### config.mk
export PLATFORM = sky130hd
export DESIGN_NAME = counter_spi_slave
export DESIGN_NICKNAME = d
export VERILOG_FILES = /design/src/rtl/counter_spi_slave_pkg.sv /design/src/rtl/counter_spi_slave_sync.sv /design/src/rtl/counter_spi_slave.sv
export SDC_FILE = /design/constraint.sdc
export NUM_CORES = 1
export LEC_CHECK = 0
export ABC_CLOCK_PERIOD_IN_PS = 4900
export BUFFER_PORTS_ARGS = -buffer_cell sky130_fd_sc_hd__buf_4
export CAP_MARGIN = 15
export CORE_UTILIZATION = 55
export CTS_BUF_LIST = sky130_fd_sc_hd__clkbuf_2 sky130_fd_sc_hd__clkbuf_4 sky130_fd_sc_hd__clkbuf_8
export CTS_CLUSTER_SIZE = 40
export DETAILED_ROUTE_END_ITERATION = 16
export MAX_ROUTING_LAYER = met4
export PLACE_DENSITY = 0.77
export SLEW_MARGIN = 20
export SYNTH_ARGS = -nofsm -noshare
export SYNTH_HDL_FRONTEND = slang
export SYNTH_SLANG_ARGS = --single-unit
export TNS_END_PERCENT = 5
### constraint.sdc
create_clock -name clk -period 4.9 [get_ports clk]
set_input_delay 0.49 -clock clk [delete_from_list [all_inputs] [get_ports clk]]
set_output_delay 0.49 -clock clk [all_outputs]
set_load 0.005 [all_outputs]
### src/rtl/counter_spi_slave_pkg.sv
// Shared constants for the counter SPI slave: channel count, FSM encoding
// and sizing helpers for the frame and bit counter.
package counter_spi_slave_pkg;

    localparam int NUM_CH = 4;

    localparam logic [1:0] ST_IDLE  = 2'd0;
    localparam logic [1:0] ST_SHIFT = 2'd1;
    localparam logic [1:0] ST_DONE  = 2'd2;

    function automatic int frame_bits(input int width);
        return NUM_CH * width;
    endfunction

    // Counter must be able to hold FRAME_BITS itself, not just FRAME_BITS-1.
    function automatic int cnt_width(input int frame);
        return $clog2(frame + 1);
    endfunction

endpackage

### src/rtl/counter_spi_slave_sync.sv
// Multi-flop synchroniser for an asynchronous pin, followed by a history flop
// that turns the synchronised level into single-cycle rise/fall pulses.
module sync_edge #(
    parameter int       sync_stages = 2,
    parameter bit       idle        = 1'b0
) (
    input  logic clk,
    input  logic rst,
    input  logic din,
    output logic level,
    output logic rise,
    output logic fall
);

    logic [sync_stages-1:0] sync;
    logic                   hist;

    // Resetting to the idle level keeps reset release from looking like an edge.
    always_ff @(posedge clk) begin
        if (rst) begin
            sync <= {sync_stages{idle}};
            hist <= idle;
        end else begin
            sync <= {sync[sync_stages-2:0], din};
            hist <= sync[sync_stages-1];
        end
    end

    assign level = sync[sync_stages-1];
    assign rise  = level & ~hist;
    assign fall  = ~level & hist;

endmodule

### src/rtl/counter_spi_slave.sv
// SPI mode-0 slave that snapshots four channel counters on chip-select fall
// and shifts them out MSB first, channel 0 first.
module counter_spi_slave
    import counter_spi_slave_pkg::*;
#(
    parameter int size        = 8,
    parameter int sync_stages = 2
) (
    input  logic            clk,
    input  logic            rst,
    input  logic [size-1:0] count0,
    input  logic [size-1:0] count1,
    input  logic [size-1:0] count2,
    input  logic [size-1:0] count3,
    input  logic            ss_n,
    input  logic            sck,
    output logic            miso,
    output logic            miso_oe,
    output logic            frame_done,
    output logic            frame_abort
);

    localparam int FRAME_BITS = frame_bits(size);
    localparam int CW         = cnt_width(FRAME_BITS);
    localparam logic [CW-1:0] LAST_BIT = CW'(FRAME_BITS - 1);

    logic                  ss_level, ss_rise, ss_fall;
    logic                  sck_level, sck_rise, sck_fall;
    logic [1:0]            state;
    logic [FRAME_BITS-1:0] shreg;
    logic [CW-1:0]         bitcnt;

    sync_edge #(.sync_stages(sync_stages), .idle(1'b1)) u_ss_sync (
        .clk   (clk),
        .rst   (rst),
        .din   (ss_n),
        .level (ss_level),
        .rise  (ss_rise),
        .fall  (ss_fall)
    );

    sync_edge #(.sync_stages(sync_stages), .idle(1'b0)) u_sck_sync (
        .clk   (clk),
        .rst   (rst),
        .din   (sck),
        .level (sck_level),
        .rise  (sck_rise),
        .fall  (sck_fall)
    );

    always_ff @(posedge clk) begin
        if (rst) begin
            state       <= ST_IDLE;
            shreg       <= '0;
            bitcnt      <= '0;
            miso        <= 1'b0;
            miso_oe     <= 1'b0;
            frame_done  <= 1'b0;
            frame_abort <= 1'b0;
        end else begin
            frame_done  <= 1'b0;
            frame_abort <= 1'b0;
            miso        <= (state != ST_IDLE) && !ss_level && shreg[FRAME_BITS-1];
            case (state)
                ST_IDLE: begin
                    if (ss_fall) begin
                        shreg   <= {count0, count1, count2, count3};
                        bitcnt  <= '0;
                        miso_oe <= 1'b1;
                        state   <= ST_SHIFT;
                    end
                end
                // ss_n release outranks any sck edge seen in the same cycle.
                ST_SHIFT: begin
                    if (ss_rise) begin
                        frame_abort <= 1'b1;
                        miso_oe     <= 1'b0;
                        state       <= ST_IDLE;
                    end else if (sck_rise && sck_level) begin
                        bitcnt <= bitcnt + CW'(1);
                        if (bitcnt == LAST_BIT) begin
                            state <= ST_DONE;
                        end
                    end else if (sck_fall) begin
                        shreg <= {shreg[FRAME_BITS-2:0], 1'b0};
                    end
                end
                // Counter stays saturated at FRAME_BITS; extra clocks shift out zeros.
                ST_DONE: begin
                    if (ss_rise) begin
                        frame_done <= 1'b1;
                        miso_oe    <= 1'b0;
                        state      <= ST_IDLE;
                    end else if (sck_fall) begin
                        shreg <= {shreg[FRAME_BITS-2:0], 1'b0};
                    end
                end
                default: begin
                    miso_oe <= 1'b0;
                    state   <= ST_IDLE;
                end
            endcase
        end
    end

endmodule

# == Word level (Yosys, flattened, before mapping) ==
# Cells that the tools add are included.
# word_totals
word_cells,69
inputBits,36
out_inout_bits,4
register_bits,50
# classes
bitwise,10
addsub,1
muxes,20
reduce_logical,15
eq_ne,12
# op_table
op,count
two-way mux 32 bit,5
case mux 32 bit (3 select lines),1
two-way mux 6 bit,3
"inequality test 2 bit, second input constant",6
case mux 6 bit (2 select lines),1
two-way mux 2 bit,5
AND reduction 4 bit,2
"adder 6 x 1 -> 6 bit, second input constant",1
"== test 6 x 5 -> 1 bit, second input constant",1
"inequality test 3 bit, second input constant",2
NOT 1 bit,6
case mux 2 bit (3 select lines),1
OR reduction 2 bit,3
AND reduction 5 bit,1
AND 1 bit,4
nonzero test 2 bit,2
logical AND 1 bit,3
two-way mux 1 bit,3
nonzero test 3 bit,1
"== test 2 x 1 -> 1 bit, second input constant",1
"== test 2 bit, second input constant",1
logical NOT 2 bit,1
"inequality test 2 x 1 -> 1 bit, second input constant",1
case mux 1 bit (2 select lines),1
2 further kinds,2

# == Depth between registers and ports, before layout ==
# Gate-level depths: netlist (run 1).
# logic_depth
word_depth,6
mapped_depth,8
ltp_nobuf,6

# == By module ==
# A second synthesis (run 1) with hierarchy kept.
# hier_totals
hier_cells,230
area_unflattened_um2,2379.8
# modules_own_cells
mod,n_inst,seq_area_each_um2,cells_each,area_each_um2
counter_spi_slave,1,880.8,214,2195.9
sync_edge (u_ss_sync),1,60.1,8,92.6
sync_edge (u_sck_sync),1,60.1,8,91.3

# == Worst setup path after synthesis (run 1) ==
# Ideal clock, no wire load.
# synth_timing
path_type,register to register
start,register state[0]
end,register shreg[2]
arrival_time_ns,1.609
setup_time_ns,0.101
stages_incl_launch_ff,9
path_slack_ns,3.190
n_path_buf,2
t_required_ns,4.799
period_less_slack_ns,1.710
cell_sequence,dfxtp_1 inv_1 ha_1 buf_2 inv_2 o221ai_4 buf_2 o211ai_1 o41ai_1
# synth_between
elab_chain_len,3
word_cells_on_any_way,10
cone_classes,eq/ne (6); mux (1); reduce/logical (3)
# synth_rtl
item,line_no,rtl
start: declaration,counter_spi_slave.sv:29,logic [1:0] state;
start signal: assignment,counter_spi_slave.sv:53,state <= ST_IDLE;
start signal: assignment,counter_spi_slave.sv:70,state <= ST_SHIFT;
start signal: assignment,counter_spi_slave.sv:78,state <= ST_IDLE;
== test 2 x 1 -> 1 bit (tied with other cells),counter_spi_slave.sv:64,case (state)
inequality test 2 bit (no source line) or nonzero test 3 bit (tied branches),n/a,
AND reduction 5 bit (no source line),n/a,
end signal: assignment,counter_spi_slave.sv:67,"shreg <= {count0, count1, count2, count3};"
end signal: assignment,counter_spi_slave.sv:85,"shreg <= {shreg[FRAME_BITS-2:0], 1'b0};"
end signal: assignment,counter_spi_slave.sv:95,"shreg <= {shreg[FRAME_BITS-2:0], 1'b0};"
end: declaration,counter_spi_slave.sv:30,logic [FRAME_BITS-1:0] shreg;
# Parallel ways exist; a longest one is shown, timed or not.
# A chain may end at the register's enable or synchronous reset.

# == Worst setup path in the final report (run 1) ==
# layout_timing
start,register state[0]
end,register shreg[18]
# Same word-level chain as after synthesis.

==> results of run 1 <==
[power breakdown]
group,switching [mW],internal (mW)
Combinational,0.296,0.184
Clock,0.133,0.120
Sequential,0.0354,0.471
Total,0.464,0.775
[worst max-delay path: stages, from the launching register on]
cell,delay [ns]
dfxtp_1,0.38
inv_1,0.08
ha_2,0.97
inv_2,0.12
o221ai_4,0.43
buf_4,0.61
o211ai_1,0.19
o41ai_2,0.09
[logic make-up (layout without fill, tap and decap cells)]
group / after synthesis / in the layout / share of synthesized area
buffers and inverters: 34 / 56 / 0.0690
AOI/OAI and AO/OA: 82 / 82 / 0.320
DFF: 50 / 50 / 0.366
and+or+nand+nor: 39 / 39 / 0.0873
muxes: 37 / 37 / 0.135
adders and majority gates: 5 / 5 / 0.0229
[registers in the layout, summed over array words and instances (netlist names)]
| name | flops |
|---|---|
| bitcnt | 6 |
| frame_abort | 1 |
| frame_done | 1 |
| miso | 1 |
| miso_oe | 1 |
| shreg | 32 |
| state | 2 |
| u_sck_sync.hist | 1 |
| u_sck_sync.sync | 2 |
| u_ss_sync.hist | 1 |
| u_ss_sync.sync | 2 |
[synth_stat cells, types with 5 or more instances]
library cell / instances
o41ai_1: 6
nand2_1: 8
clkbuf_1: 8
o41ai_2: 27
ha_1: 5
buf_2: 13
o211ai_1: 32
mux2i_1: 37
dfxtp_1: 50
inv_1: 5
buf_6: 6
[per-stage QoR]
stage / instances / hold slack [ns] / setup WS [ns] / power [mW]
after floorplan: 247 / 0.389 / 3.19 / 0.951
after global placement: 328 / 0.398 / 1.99 / 0.989
after detailed placement: 328 / 0.397 / 1.89 / 0.999
after CTS: 336 / 0.368 / 1.87 / 1.25
after global routing: 336 / 0.373 / 1.66 / 1.31
final: 336 / 0.375 / 1.89 / 1.24
[path summary, 6_finish.rpt]
path / end / slack (ns) / cells after the start
worst max register to register: shreg[18] / 1.89 / 7
worst max-delay path: shreg[18] / 1.89 / 7
worst min-delay path: u_ss_sync.sync[0] / 0.38 / 2
worst min register to register: u_ss_sync.sync[1] / 0.41 / 1
[layout make-up]
cell class                      instances  area [um2]
Tap cell                               67        83.8
Sequential cell                        50        1000
Fill cell                             427        1690
Inverter                                7        26.3
Multi-Input combinational cell        163        1550
Timing Repair Buffer                   41         308
Clock buffer                            7        90.1
Clock inverter                          1        5.00
[routing by layer]
metal,vias up,track usage
met5,-,-
met4,0,0.0654
met1,965,0.290
met3,4,0.0472
met2,43,0.317
li1,1015,-
==> impl_metrics.ini, run 1 <==
[floorplan]
die_area_um2 = 5260
core_um2 = 4750
rows = 25
ios = 40
die_x_um = 72.6
start_util = 0.576
die_h_um = 72.6

[clock_tree]
cts_tree = yes
clk_latency_ns = 0.30
root_buffer = clkbuf_8
cts_resized = 0
cts_htree_levels = 2
post-cts-setup-buffer-count = 0
cts_inserted_buffers = 5
cts_max_path_buffers = 2
ctsHoldBuffers = 0
clock-sinks = 50
clk_pin_slew_worst_paths_ns = 0.09

[route]
wirelength_um = 5150
drtIter0Drc = 129
top_layer_used = met4
num_vias = 2027
wl_per_cell_um = 15.3
wl_met3_um = 199
met1_length_um = 2480
vias_per_cell = 6.03
dr_wl_met2_um = 2420
drcViolationCount = 0
drtPass1Iterations = 4
ant_nets = 0

[sta]
finalHoldViolCount = 0
finalMaxSlewViolations = 0
relSlewSlack = 0.351
finalCriticalPeriod_ns = 3.01
worstMarginPinSlew_ns = 0.973
finalSetupViolCount = 0
grt_setup_unrepaired = no
timing.fmax_mhz = 332
fin_setup_tns_ns = 0
fin_worst_skew_ns = 0.00614
fin_crit_sh = 0.615

[power]
powerDensity_nw_per_um2 = 404
p_leak_nw = 1.24
peakVddDrop_uv = 252

[logic_synthesis]
ys_types = 39
synth_ff_type = dfxtp_1
synthArstFlopShare = 0
postSynthAreaPerCell_um2 = 11.1
yosys-top-cells-area = dfxtp_1, o41ai_2, mux2i_1, o211ai_1, buf_6
synth_edf_count = 0
netlist.area_leader.share = 0.366
synth_top_area_cell = dfxtp_1
netlist_area_um2 = 2740
ys_seq_elements = 50
netlist_instances = 247
synth-seq-area-share = 0.366
yosys_warnings = 0
synth_fp_nets = 288

[worst_setup_path]
critPathKind = flip-flop to flip-flop
r2r-start = state[0]
critPathArrivalTime_ns = 3.22
critPathRequiredTime_ns = 5.10
setup.worst_path.start = state[0]
critPathLaunchType = flip-flop
worstPathMaxFanout = 54
end_kind = flip-flop

[global_routing]
grt_pass1_wl_um = 8610
grt_max_degree = 55
antenna_found_initial = 0
grt_usage = 0.214
grt_pass1_vias = 1862
grt_overflow = 0

[cells_and_area]
drive_above_1_share = 0.327
fin_nets = 309
final_cell_mix = dfxtp_1, buf_4, mux2i_1
area_delta_synth_final_pct = 12.0
n_antenna_cell = 0
final_area_um2 = 3070
layout_commonest_cell = dfxtp_1
fin_util = 0.645

[min_path]
hold_start = ss_n
holdCritPathClass = input pin to flip-flop

[run]
drv_cap = 0

[placed_design]
portBuffers = 39
placed_cell_area_um2 = 2970
dp_hpwl_um = 3330
finalWeightedCongestion = 0.799

[run_status]
status = complete, no violations
Note: power is estimated with default switching activity, not from simulation.
==> run 2, diff against run 1 <==
--- a/config.mk
+++ b/config.mk
@@ -5,15 +5,15 @@
 export SDC_FILE = /design/constraint.sdc
 export NUM_CORES = 1
 export LEC_CHECK = 0
-export ABC_CLOCK_PERIOD_IN_PS = 4900
+export ABC_CLOCK_PERIOD_IN_PS = 2550
 export BUFFER_PORTS_ARGS = -buffer_cell sky130_fd_sc_hd__buf_4
 export CAP_MARGIN = 15
-export CORE_UTILIZATION = 55
+export CORE_UTILIZATION = 53
 export CTS_BUF_LIST = sky130_fd_sc_hd__clkbuf_2 sky130_fd_sc_hd__clkbuf_4 sky130_fd_sc_hd__clkbuf_8
 export CTS_CLUSTER_SIZE = 40
 export DETAILED_ROUTE_END_ITERATION = 16
 export MAX_ROUTING_LAYER = met4
-export PLACE_DENSITY = 0.77
+export PLACE_DENSITY = 0.78
 export SLEW_MARGIN = 20
 export SYNTH_ARGS = -nofsm -noshare
 export SYNTH_HDL_FRONTEND = slang
==> constraint.sdc (replaced) <==
create_clock -name clk -period 2.55 [get_ports clk]
set_input_delay 0.255 -clock clk [delete_from_list [all_inputs] [get_ports clk]]
set_output_delay 0.255 -clock clk [all_outputs]
set_load 0.005 [all_outputs]
==> run 2 against run 1 <==
Via count decreased by 1.5%. Sequential power increased by 92%. Core utilization decreased by 0.58 points. Cell area increased by 1.1%. Clock-buffer cell count unchanged. Sequential share of layout area decreased by 0.34 points. Clock power increased by 92%. Combinational power increased by 100%. First-iteration DRC count increased by 30%. Register-to-register slack got worse by 1.3 ns. Setup slack got worse by 1.3 ns.
==> impl_metrics.ini, run 2 (synthesized netlist as in run 1, its figures left out) <==
[global_routing]
grt_pass1_vias = 1827
busiest_layer = met2
grt_overflow = 0
grtUsageMet1 = 0.273
grtUsageMet3 = 0.0466
use_met2 = 0.314
grt_max_degree = 65
grt_pass1_wl_um = 8450
antenna_found_initial = 0
grt_usage = 0.206

[worst_setup_path]
critPathRequiredTime_ns = 2.75
critPathKind = flip-flop to flip-flop
worstPathMaxFanout = 35
end_kind = flip-flop
max_stage_delay_ns = 0.60
critPathLaunchType = flip-flop
path_cells = inv_1 -> ha_2 -> a21o_2 -> buf_12 -> o211ai_1 -> o41ai_2
cp_slowest_cell = a21o_2
critPathArrivalTime_ns = 2.16

[clock_tree]
cts_htree_levels = 2
ctsHoldBuffers = 0
cts_resized = 0
clk_latency_ns = 0.30
clk_pin_slew_worst_paths_ns = 0.09
clock-sinks = 50
cts_tree = yes
post-cts-setup-buffer-count = 0
root_buffer = clkbuf_8
cts_inserted_buffers = 5
cts_max_path_buffers = 2

[sta]
finalMaxSlewViolations = 0
finalCriticalPeriod_ns = 1.96
fin_setup_tns_ns = 0
fin_worst_skew_ns = 0.00207
relSlewSlack = 0.552
fin_crit_sh = 0.769
finalHoldViolCount = 0
worstMarginPinSlew_ns = 0.672
grt_setup_unrepaired = no
timing.fmax_mhz = 510
finalSetupViolCount = 0

[floorplan]
start_util = 0.565
die_h_um = 73.9
die_x_um = 73.9
rows = 25
ios = 40
die_area_um2 = 5460
core_um2 = 4850

[cells_and_area]
multi_input_area_um2 = 1550
drive_above_1_share = 0.330
n_antenna_cell = 0
largest-register = shreg
fin_util = 0.639
largest_reg_flops = 32
layout.area.seq_um2 = 1000
area_delta_synth_final_pct = 13.2
fillCellCount = 406
final_cell_mix = dfxtp_1, buf_4, mux2i_1
layout_commonest_cell = dfxtp_1
largestRegisters = shreg x32, bitcnt x6
fin_nets = 310

[route]
drcViolationCount = 0
drtPass1Iterations = 4
num_vias = 1997
vias_per_cell = 5.93
ant_nets = 0
drtIter0Drc = 168
wl_per_cell_um = 15.0
wirelength_um = 5070

[run_status]
status = complete, no violations

[placed_design]
finalWeightedCongestion = 0.889
portBuffers = 39
dp_hpwl_um = 3140

[run]
drv_cap = 0

[power]
p_leak_nw = 1.25
peakVddDrop_uv = 435
powerDensity_nw_per_um2 = 782

[min_path]
holdCritPathClass = input pin to flip-flop
==> run 2: changes by cell type in the layout (fill, tap and decap cells not counted) <==
| cell | change |
|---|---|
| buf_12 | +2 |
| buf_4 | -1 |
==> run 2: final cells by class <==
| class | count | share of cell area |
|---|---|---|
| Multi-Input combinational cell | 163 | 0.501 |
| Tap cell | 67 | 0.0271 |
| Clock inverter | 1 | 0.00162 |
| Inverter | 7 | 0.00848 |
| Timing Repair Buffer | 42 | 0.110 |
| Sequential cell | 50 | 0.323 |
| Clock buffer | 7 | 0.0291 |
==> run 2: report_power, final <==
group	internal, mW	leakage [nW]	switching (mW)
sequential	0.905	0.407	0.0686
clock	0.230	0.0517	0.256
combinational	0.385	0.791	0.579
total	1.52	1.25	0.903
==> run 2: worst paths after layout <==
check	from	endpoint	slack, ns	cells after the start
hold reg to reg	u_ss_sync.sync[0]	u_ss_sync.sync[1]	0.42	1
hold / removal	ss_n	u_ss_sync.sync[0]	0.14	2
setup / recovery	state[0]	shreg[10]	0.59	6
setup reg to reg	state[0]	shreg[10]	0.59	6
==> run 2: per-stage QoR <==
stage	std cells	total power, mW	hold slack, ns	setup WS, ns	cell area [um2]
6_report	337	2.42	0.138	0.588	3100
5_1_grt	337	2.57	0.138	0.437	3100
4_1_cts	337	2.44	0.135	0.597	3100
3_5_place_dp	329	1.96	0.397	0.620	3000
3_3_place_gp	329	1.94	0.392	0.649	3000
2_1_floorplan	247	1.83	0.359	0.840	2740
==> run 2: worst max-delay path: cells and delay by family, from the launching register on <==
family | cells | cell delay, ns
adder cells (fa/ha/maj) | 1 | 0.28
flip-flops | 1 | 0.35
buffers and inverters | 2 | 0.38
AO/OA/AOI/OAI | 3 | 0.84
==> run 2: per-layer routing <==
metal	vias up	share of wire
li1	1015	-
met3	4	0.032
met1	935	0.50
met2	43	0.45
met4	0	0.011
met5	-	0
==> run 3, diff against run 2 <==
--- a/config.mk
+++ b/config.mk
@@ -5,10 +5,11 @@
 export SDC_FILE = /design/constraint.sdc
 export NUM_CORES = 1
 export LEC_CHECK = 0
-export ABC_CLOCK_PERIOD_IN_PS = 2550
+export ABC_AREA = 1
+export ABC_CLOCK_PERIOD_IN_PS = 2100
 export BUFFER_PORTS_ARGS = -buffer_cell sky130_fd_sc_hd__buf_4
 export CAP_MARGIN = 15
-export CORE_UTILIZATION = 53
+export CORE_UTILIZATION = 55
 export CTS_BUF_LIST = sky130_fd_sc_hd__clkbuf_2 sky130_fd_sc_hd__clkbuf_4 sky130_fd_sc_hd__clkbuf_8
 export CTS_CLUSTER_SIZE = 40
 export DETAILED_ROUTE_END_ITERATION = 16
==> constraint.sdc (replaced) <==
create_clock -name clk -period 2.1 [get_ports clk]
set_input_delay 0.21 -clock clk [delete_from_list [all_inputs] [get_ports clk]]
set_output_delay 0.21 -clock clk [all_outputs]
set_load 0.005 [all_outputs]
==> run 3 against run 2 <==
Synthesized area fell by 5.9%. Largest power group is now combinational logic. Setup slack worse by 0.25 ns. First-iteration DRC count shrank 14%. Die area down 9.0%. Synthesized cell count up 52%. Clock-buffer cell count unchanged. Largest cell class unchanged.
==> impl_metrics.ini, run 3 <==
[global_routing]
use_met2 = 0.386
grt_overflow = 0
grt_pass1_wl_um = 9160
grtUsageMet3 = 0.0433
busiest_layer = met2
antenna_found_initial = 0
grt_usage = 0.231
grt_max_degree = 65
grtUsageMet1 = 0.289
grt_pass1_vias = 2124

[logic_synthesis]
synth_top_area_cell = dfxtp_1
netlist_area_um2 = 2580
synth_common_cells = nand2_1, nor2_1, dfxtp_1
ys_types = 18
synth_ff_type = dfxtp_1
synth_edf_count = 0
netlist_instances = 376
synth.most_common_cell = nand2_1
yosys-top-cells-area = dfxtp_1, nand2_1, a21boi_0, nor2_1, nand3_1
postSynthAreaPerCell_um2 = 6.85
ys_seq_elements = 50
netlist.area_leader.share = 0.388
synthArstFlopShare = 0
synth-seq-area-share = 0.388
synth_fp_nets = 417
yosys_warnings = 0

[worst_setup_path]
cpLargestDelayFamily = buffers and inverters
worstPathMaxFanout = 16
end_kind = flip-flop
critPathBufInv = 3
critPathKind = flip-flop to flip-flop
cp_slowest_cell = dfxtp_1
critPathRequiredTime_ns = 2.34
path_cells = inv_1 -> ha_1 -> inv_1 -> buf_4 -> a21boi_0 -> nand3_1 -> nand2_1 -> nor2_1
critPathArrivalTime_ns = 2.00
critPathMostFrequentCell = inv_1
max_stage_delay_ns = 0.40
critPathLaunchType = flip-flop

[route]
drcViolationCount = 0
wirelength_um = 5280
drtPass1Iterations = 4
wl_per_cell_um = 11.5
ant_nets = 0
num_vias = 2417
vias_per_cell = 5.27
drtIter0Drc = 144

[cells_and_area]
largest-register = shreg
fin_nets = 447
n_antenna_cell = 0
area_delta_synth_final_pct = 15.0
fillCellCount = 402
multi_input_area_um2 = 1340
largest_reg_flops = 32
layout_commonest_cell = nand2_1
layout.area.seq_um2 = 1000
largestRegisters = shreg x32, bitcnt x6
final_cell_mix = nand2_1, nor2_1, dfxtp_1
drive_above_1_share = 0.152

[clock_tree]
post-cts-setup-buffer-count = 0
cts_inserted_buffers = 5
cts_max_path_buffers = 2
ctsHoldBuffers = 0
cts_resized = 0
clock-sinks = 50
clk_latency_ns = 0.30
clk_pin_slew_worst_paths_ns = 0.09
cts_htree_levels = 2
root_buffer = clkbuf_8
cts_tree = yes

[min_path]
holdCritPathClass = input pin to flip-flop

[sta]
fin_setup_tns_ns = 0
fin_worst_skew_ns = 0.00685
grt_setup_unrepaired = no
finalMaxSlewViolations = 0
worstMarginPinSlew_ns = 0.506
fin_ws_ns = 0.340
relSlewSlack = 0.662
timing.fmax_mhz = 568
finalCriticalPeriod_ns = 1.76
finalHoldViolCount = 0
finalSetupViolCount = 0
fin_crit_sh = 0.838

[floorplan]
ios = 40
die_x_um = 70.5
rows = 24
die_h_um = 70.5
start_util = 0.584
core_um2 = 4410
die_area_um2 = 4960

[power]
p_leak_nw = 1.35
peakVddDrop_uv = 864
powerDensity_nw_per_um2 = 1430

[placed_design]
finalWeightedCongestion = 0.900
pre_cts_ws_ns = 0.348
dp_hpwl_um = 3450
portBuffers = 39

[run]
drv_cap = 0

[run_status]
status = complete, no violations
## run 3: logic make-up after synthesis
family          Yosys count  share of synthesized area
fa+ha+maj                 5                     0.0243
buf+inv                  47                     0.0903
simple gates            202                      0.327
compound gates           72                      0.170
flops                    50                      0.388
## run 3: worst reg2reg max path: stages (launching register included)
cell and delay, ns:
dfxtp_1 0.40, inv_1 0.08, ha_1 0.36, inv_1 0.26, buf_4 0.26, a21boi_0 0.10, nand3_1 0.09, nand2_1 0.05
nor2_1 0.10
## run 3: worst paths after layout
path / end / slack [ns] / cells after the start / from
worst max-delay path: shreg[11] / 0.34 / 8 / state[0]
worst min-delay path: u_ss_sync.sync[0] / 0.09 / 2 / ss_n
worst max register to register: shreg[11] / 0.34 / 8 / state[0]
worst min register to register: u_sck_sync.sync[1] / 0.41 / 2 / u_sck_sync.sync[0]
## run 3: where the power goes
part | switching (mW) | total (mW) | internal [mW] | leakage [nW]
Clock | 0.311 | 0.590 | 0.279 | 0.0517
Sequential | 0.154 | 1.40 | 1.24 | 0.411
Combinational | 1.41 | 2.25 | 0.834 | 0.891
Total | 1.88 | 4.23 | 2.35 | 1.35
## run 3: final cells by class
class                      count  share of cell area
clock inverter                 1             0.00169
timing repair buffer          46               0.125
inverter                      24              0.0304
clock buffer                   7              0.0304
multi-input combinational    279               0.453
tap                           52              0.0219
sequential                    50               0.338
## run 3: through the flow
step	util	power (mW)	std cells	cell area (um2)	hold slack [ns]
floorplan	-	3.26	376	2580	0.314
global placement	0.650	3.60	451	2870	0.393
detailed placement	0.650	3.65	451	2870	0.402
CTS	0.672	4.25	459	2970	0.0885
global route	0.672	4.65	459	2970	0.0834
finish	0.672	4.23	459	2970	0.0900
## run 3: per-layer routing
| metal | part of all wire | vias to the layer above | wire [um] |
|---|---|---|---|
| met5 | 0 | - | 0 |
| met4 | 0.0042 | 0 | 22 |
| met3 | 0.038 | 2 | 200 |
| met2 | 0.48 | 42 | 2550 |
| met1 | 0.47 | 1097 | 2500 |
| li1 | - | 1276 | - |
